==> src/rtl/dcache_ctrl.sv <==
// Direct-mapped write-back/write-allocate data cache, 16 x 256-bit lines, fixed-latency burst memory port.
// Optional hit/miss statistics counters are built when DCACHE_STATS_EN is defined.
module dcache_ctrl (
   input  logic         clk,
   input  logic         rst,
   input  logic         cpu_en,
   input  logic         cpu_write,
   input  logic [15:0]  cpu_addr,
   input  logic [31:0]  cpu_wdata,
   output logic [31:0]  cpu_rdata,
   output logic         cpu_stall,
   output logic         ram_en,
   output logic         ram_write,
   output logic [10:0]  ram_addr,
   output logic [255:0] data_to_ram,
   input  logic [255:0] block_in,
   input  logic         ram_rdy,
   output logic [31:0]  hit_count,
   output logic [31:0]  miss_count
);

   typedef enum logic [1:0] {IDLE, WRITEBACK, GAP, FILL} state_t;

   state_t       state_q;
   logic [255:0] data_q [16];
   logic [6:0]   tag_q  [16];
   logic [15:0]  valid_q;
   logic [15:0]  dirty_q;
   logic [3:0]   burst_q;
   logic [3:0]   burst_d;

   logic [6:0]   tag;
   logic [3:0]   idx;
   logic [2:0]   off;
   logic         hit;
   logic         miss;
   logic         xfer_done;
   logic         unused_addr_bits;

   assign tag = cpu_addr[15:9];
   assign idx = cpu_addr[8:5];
   assign off = cpu_addr[4:2];
   assign unused_addr_bits = ^cpu_addr[1:0];

   assign hit  = (state_q == IDLE) & cpu_en & valid_q[idx] & (tag_q[idx] == tag);
   assign miss = (state_q == IDLE) & cpu_en & ~hit;

   // Burst counter holds the number of earlier consecutive ram_en cycles,
   // so a value of 8 means the current cycle is the 9th.
   assign xfer_done = ram_en & ram_rdy & (burst_q >= 4'd8);

   always_comb begin
      ram_en      = (state_q == WRITEBACK) | (state_q == FILL);
      ram_write   = (state_q == WRITEBACK);
      ram_addr    = (state_q == WRITEBACK) ? {tag_q[idx], idx} : cpu_addr[15:5];
      data_to_ram = data_q[idx];
      cpu_rdata   = data_q[idx][{off, 5'b0} +: 32];
      cpu_stall   = (state_q != IDLE) | miss;
      burst_d     = 4'd0;
      if (ram_en)
         burst_d = (burst_q == 4'hF) ? 4'hF : burst_q + 4'd1;
   end

   always_ff @(posedge clk) begin
      if (rst) begin
         state_q <= IDLE;
         valid_q <= '0;
         dirty_q <= '0;
         burst_q <= '0;
      end else begin
         burst_q <= burst_d;
         unique case (state_q)
            IDLE: begin
               if (hit && cpu_write) begin
                  data_q[idx][{off, 5'b0} +: 32] <= cpu_wdata;
                  dirty_q[idx]                   <= 1'b1;
               end else if (miss) begin
                  state_q <= (valid_q[idx] && dirty_q[idx]) ? WRITEBACK : FILL;
               end
            end
            WRITEBACK: if (xfer_done) state_q <= GAP;
            GAP:       state_q <= FILL;
            FILL: begin
               if (xfer_done) begin
                  data_q[idx]  <= block_in;
                  tag_q[idx]   <= tag;
                  valid_q[idx] <= 1'b1;
                  dirty_q[idx] <= 1'b0;
                  state_q      <= IDLE;
               end
            end
         endcase
      end
   end

`ifdef DCACHE_STATS_EN
   logic [31:0] hit_q;
   logic [31:0] miss_q;

   always_ff @(posedge clk) begin
      if (rst) begin
         hit_q  <= '0;
         miss_q <= '0;
      end else begin
         if (hit)  hit_q  <= hit_q + 32'd1;
         if (miss) miss_q <= miss_q + 32'd1;
      end
   end

   assign hit_count  = hit_q;
   assign miss_count = miss_q;
`else
   assign hit_count  = 32'd0;
   assign miss_count = 32'd0;
`endif

endmodule
==> config.mk <==
export PLATFORM = sky130hd
export DESIGN_NAME = dcache_ctrl
export DESIGN_NICKNAME = d
export VERILOG_FILES = /design/src/rtl/dcache_ctrl.sv
export SDC_FILE = /design/constraint.sdc
export NUM_CORES = 2
export LEC_CHECK = 0
export ABC_AREA = 1
export BUFFER_PORTS_ARGS = -buffer_cell sky130_fd_sc_hd__buf_4
export CORE_ASPECT_RATIO = 0.6
export CORE_MARGIN = 2
export CORE_UTILIZATION = 40
export DETAILED_ROUTE_END_ITERATION = 8
export PLACE_DENSITY_LB_ADDON = 0.15
export SLEW_MARGIN = 0
export SYNTH_ARGS = -nofsm -noshare
export SYNTH_HDL_FRONTEND = slang
export SYNTH_MEMORY_MAX_BITS = 65536
export SYNTH_SLANG_ARGS = --single-unit
export TNS_END_PERCENT = 30
==> constraint.sdc <==
create_clock -name clk -period 9.1 [get_ports clk]
set_clock_uncertainty 0.15 [all_clocks]
set_input_delay 1.365 -clock clk [delete_from_list [all_inputs] [get_ports clk]]
set_output_delay 1.365 -clock clk [all_outputs]
set_load 0.01 [all_outputs]
# Yosys cells after proc, flatten, opt, wreduce, memory -nomap -nowiden
# Memory sizes are Yosys's and may differ from the RTL's.
# Cells that the tools add are included.
# Widths: inputs -> output; s select.
[classes]
reduce_logical = 10
mux = 281
n_addsub = 2
shift = 3
bitwise = 270
div = 0
mul = 0
n_lt_le_gt_ge = 3
eq_ne = 10
[ops]
columns = ["cell", "count"]
rows = [
  ["$mux 1", 266],
  ["$or 1x1->1", 258],
  ["$mux 256", 1],
  ["$shift 32x10->256 const A", 1],
  ["$shiftx 256x9->32", 1],
  ["$shiftx 32x10->256", 1],
  ["$mux 16", 2],
  ["$or 16x16->16", 2],
  ["$pmux 16 s2", 1],
  ["$and 16x16->16", 1],
  ["$not 16->16", 1],
  ["$mux 11", 1],
  ["$mux 2", 5],
  ["$neg 8->10", 1],
  ["$bmux 1 s4", 2],
  ["$pmux 2 s4", 1],
  ["$eq 7x7->1", 1],
  ["$and 1x1->1", 6],
  ["$ne 2x2->1 const B", 3],
  ["$lt 4x5->1 const B", 1],
  ["$add 4x1->4 const B", 1],
  ["$demux 1 s4", 1],
  ["$eq 2x2->1 const B", 2],
  ["$eq 4x4->1 const B", 1],
  ["13 further kinds", 18],
]
[totals]
latch_bits = 0
mem_bits_ro = 0
in_bits = 309
word_cells = 585
ram_bits = 4208
n_memories = 2
register_bits = 38
[mem_list]
columns = ["memory", "words", "width", "rd", "rd_clocked_by_memory_dff", "wr", "line", "rtl"]
rows = [
  ["data_q", 16, 256, 1, 0, 1, "25", "logic [255:0] data_q [16];"],
  ["tag_q", 16, 7, 1, 0, 1, "26", "logic [6:0] tag_q [16];"],
]

# Depth between registers and ports, before layout
[depth]
depth_word = 10
depth_mapped = 21

# Worst setup path after synthesis
# OpenSTA, ideal clock, no wires.
[synth_path]
path_kind = "input to register"
start = "input port cpu_addr[3]"
end = "memory data_q[10][128], enable pin"
t_arrival_ns = 5.292
setup_slack_ns = 3.226
required_time_ns = 8.518
path_buffers = 3
cell_stages = 12
path_cell_list = "clkbuf_1 > clkbuf_1 > clkinv_1 > ha_1 > ha_1 > inv_1 > nor2_1 > nand2_1 > nor2_1 > nand2_2 > buf_2 > a21oi_1"
[synth_between]
elab_chain_len = 4
[synth_rtl]
columns = ["item", "line", "rtl"]
rows = [
  ["from (decl)", "8", "input logic [15:0] cpu_addr,"],
  ["$neg 8->10", "75", "data_q[idx][{off, 5'b0} +: 32] <= cpu_wdata;"],
  ["$shift 32x10->256", "75", ""],
  ["$mux 256 (implied by the code)", "75", ""],
  ["$or 1x1->1 (no line)", "--", ""],
  ["to (decl)", "25", ""],
]
# Every way passes these cells.

# Worst setup path after layout
[layout_path]
start = "input port cpu_addr[5]"
end = "output port cpu_rdata[1]"
[layout_between]
elab_chain_len = 2
[layout_rtl]
columns = ["item", "line", "rtl"]
rows = [
  ["$mem_v2 16x256", "--", ""],
  ["$shiftx 256x9->32", "57", "cpu_rdata = data_q[idx][{off, 5'b0} +: 32];"],
  ["to (decl)", "10", "output logic [31:0] cpu_rdata,"],
]
# Every way passes these cells.

==> impl_metrics.json <==
{
  "outcome": "completed",
  "busiest_layer": "met2",
  "synth_ff_type": "edfxtp_1",
  "critPathLaunchType": "primary input",
  "hold_start": "valid_q[6]",
  "crit_type": "primary input to output port",
  "synth-edff-count": 4208,
  "grt_max_degree": 117,
  "hold_class": "flip-flop to flip-flop",
  "rsz0062_at_grt": "false",
  "use_met3_pct": 7.03,
  "num_io_pins": 675,
  "finalSetupViolations": 0,
  "clock_sinks": 4246,
  "dieHeight_um": 499,
  "cts_tree": "done",
  "holdBufCountCts": 0,
  "drt_wl_total_um": 643000,
  "slew_violations": 0,
  "die_x_um": 829,
  "area_growth_pct": 16.7,
  "clock_latency_ns": 0.94,
  "cts_root_buf": "clkbuf_16",
  "fin_nets": 12089,
  "cp.required_ns": 7.59,
  "setup_tns_ns": 0,
  "grt_pass1_wl_um": 856000,
  "core-area_um2": 406000,
  "ir_worst_vdd_uv": 181,
  "cts_made_buffers": 403,
  "placedCellCount": 16756,
  "synth_area_um2": 164000,
  "relSlewSlack_pct": 2.39,
  "yosysSeqAreaShare_pct": 77.7,
  "r2r-start": "burst_q[3]",
  "wl_per_cell_um": 36.7,
  "dp_hpwl_um": 417000,
  "mostFrequentLayoutCells": "edfxtp_1 (4208), a22oi_1 (2052), nand2_1 (1871)",
  "grt_pass1_vias": 99659,
  "drt_pre_antenna_iters": 9,
  "fmax_mhz": 135,
  "synth-async-reset-ratio_pct": 0,
  "clk_pin_slew_ns": 0.06,
  "via_count": 107954,
  "num-fill-cells": 35018,
  "timing.rr.end": "data_q[1][35]",
  "finalWeightedCongestion": 0.925,
  "tightest_slew_ns": 1.45,
  "drc_errors": 0,
  "cp-end-kind": "output port",
  "synthCells": 10965,
  "ys_warn_count": 0,
  "grt_use_met2_pct": 42.1,
  "start_util_pct": 40.3,
  "avgViaCountPerCell": 6.16,
  "min_period_ns": 7.43,
  "die_area_um2": 414000,
  "cap_violations": 0,
  "portBuffers": 608,
  "clock_path_buffers": 4,
  "min_to": "valid_q[6]",
  "drt_iter0_markers": 16067,
  "yosys_register_bits": 4246,
  "multiInputGateArea_um2": 34300,
  "cts_setup_buffers": 0,
  "r2r_slack_ns": 3.80,
  "use_met1_pct": 41.9,
  "critPathMaxFanout": 43,
  "instances_no_fill": 17521,
  "cp.arrival_ns": 5.92,
  "min_path_cells": 2,
  "cellPowerDensity_nw_per_um2": 215,
  "period_share_pct": 81.7,
  "cellLeakagePower_nw": 64.2,
  "cts_htree_levels": 5,
  "yosys.cell_types.count": 37,
  "whs_ns": 0.316,
  "num_rows": 181,
  "antenna_found_initial": 45,
  "ant_nets": 0,
  "drive_gt1_share_pct": 16.7,
  "overflow": 0,
  "seqCellArea_um2": 127000,
  "track_usage_pct": 30.0,
  "reg2regPathDepth": 7,
  "hold_violations": 0,
  "mostFrequentLayoutCell": "edfxtp_1",
  "syn_avg_cell_area_um2": 14.9,
  "post_cts_resized": 0
}
## worst max path at each step
stage	start	end	slack, ns	cells past startpoint
3_3_place_gp	cpu_addr[6]	data_q[9][28]	1.85	17
3_5_place_dp	cpu_addr[5]	cpu_rdata[3]	1.81	15
6_report	cpu_addr[5]	cpu_rdata[1]	1.67	14
2_1_floorplan	cpu_addr[3]	data_q[10][128]	3.23	12
5_1_grt	cpu_addr[5]	cpu_rdata[24]	1.59	13
4_1_cts	cpu_addr[5]	cpu_rdata[3]	1.80	15
## layout make-up
class | count | area share [%]
Multi-Input combinational cell | 5837 | 18.0
Clock inverter | 222 | 1.05
Clock buffer | 505 | 5.55
Tap cell | 5398 | 3.54
Antenna cell | 33 | 0.0433
Timing Repair Buffer | 1147 | 4.89
Sequential cell | 4246 | 66.6
Inverter | 133 | 0.287
## metrics by stage
step / cell area, µm² / setup slack, ns / total power [mW] / utilization (%)
detailed placement: 178000 / 1.81 / 24.9 / 43.8
global placement: 178000 / 1.85 / 24.8 / 43.8
global route: 191000 / 1.59 / 42.0 / 47.0
floorplan: 164000 / 3.23 / 23.1 / -
CTS: 191000 / 1.80 / 41.1 / 46.9
finish: 191000 / 1.67 / 41.1 / 47.0
## cell usage after synthesis (all sizes together), types with 38 or more instances
master     n  share of area [%]
edfxtp  4208                 77
nor2     234               0.55
a22oi   2052                9.4
nand3    124               0.43
clkbuf   403               0.93
or2      126               0.48
nand4    149               0.57
inv      113               0.26
a21oi    657                2.0
dfxtp     38               0.47
or3      121               0.46
nand2   1878                4.3
buf      409                1.3
o21ai    336                1.0
## cells by family after synthesis
logic type	synth area share, %
flops	77.7
compound gates	12.8
simple gates	6.83
buf+inv	2.51
fa+ha+maj	0.0918
other cells	0.00229
## metal layers
| metal | wire, µm | share of wire (%) |
|---|---|---|
| met2 | 267000 | 42 |
| met4 | 50600 | 7.9 |
| met1 | 254000 | 39 |
| met3 | 71300 | 11 |
| met5 | 71 | 0.011 |
## worst max-delay path: stages
cell	delay, ns
buf_4	0.39
inv_2	0.10
nor2_4	1.04
buf_12	0.29
buf_12	0.29
buf_4	0.48
a22oi_1	0.12
nand2_1	0.11
nand2_1	0.05
nand4_1	0.46
o21ai_0	0.37
a21oi_1	0.28
buf_4	0.23
buf_4	0.15
## state kept, by name, indices dropped and copies added, names as in the netlist, named ones only
register,flops
data_q,4096
burst_q,4
state_q,2
tag_q,112
valid_q,16
## power breakdown
| group | total (mW) | switching, mW | internal (mW) |
|---|---|---|---|
| logic | 3.16 | 2.33 | 0.830 |
| registers | 21.4 | 0.00723 | 21.4 |
| clock network | 16.5 | 7.34 | 9.20 |
No activity file was read; power rests on OpenSTA's default activity.
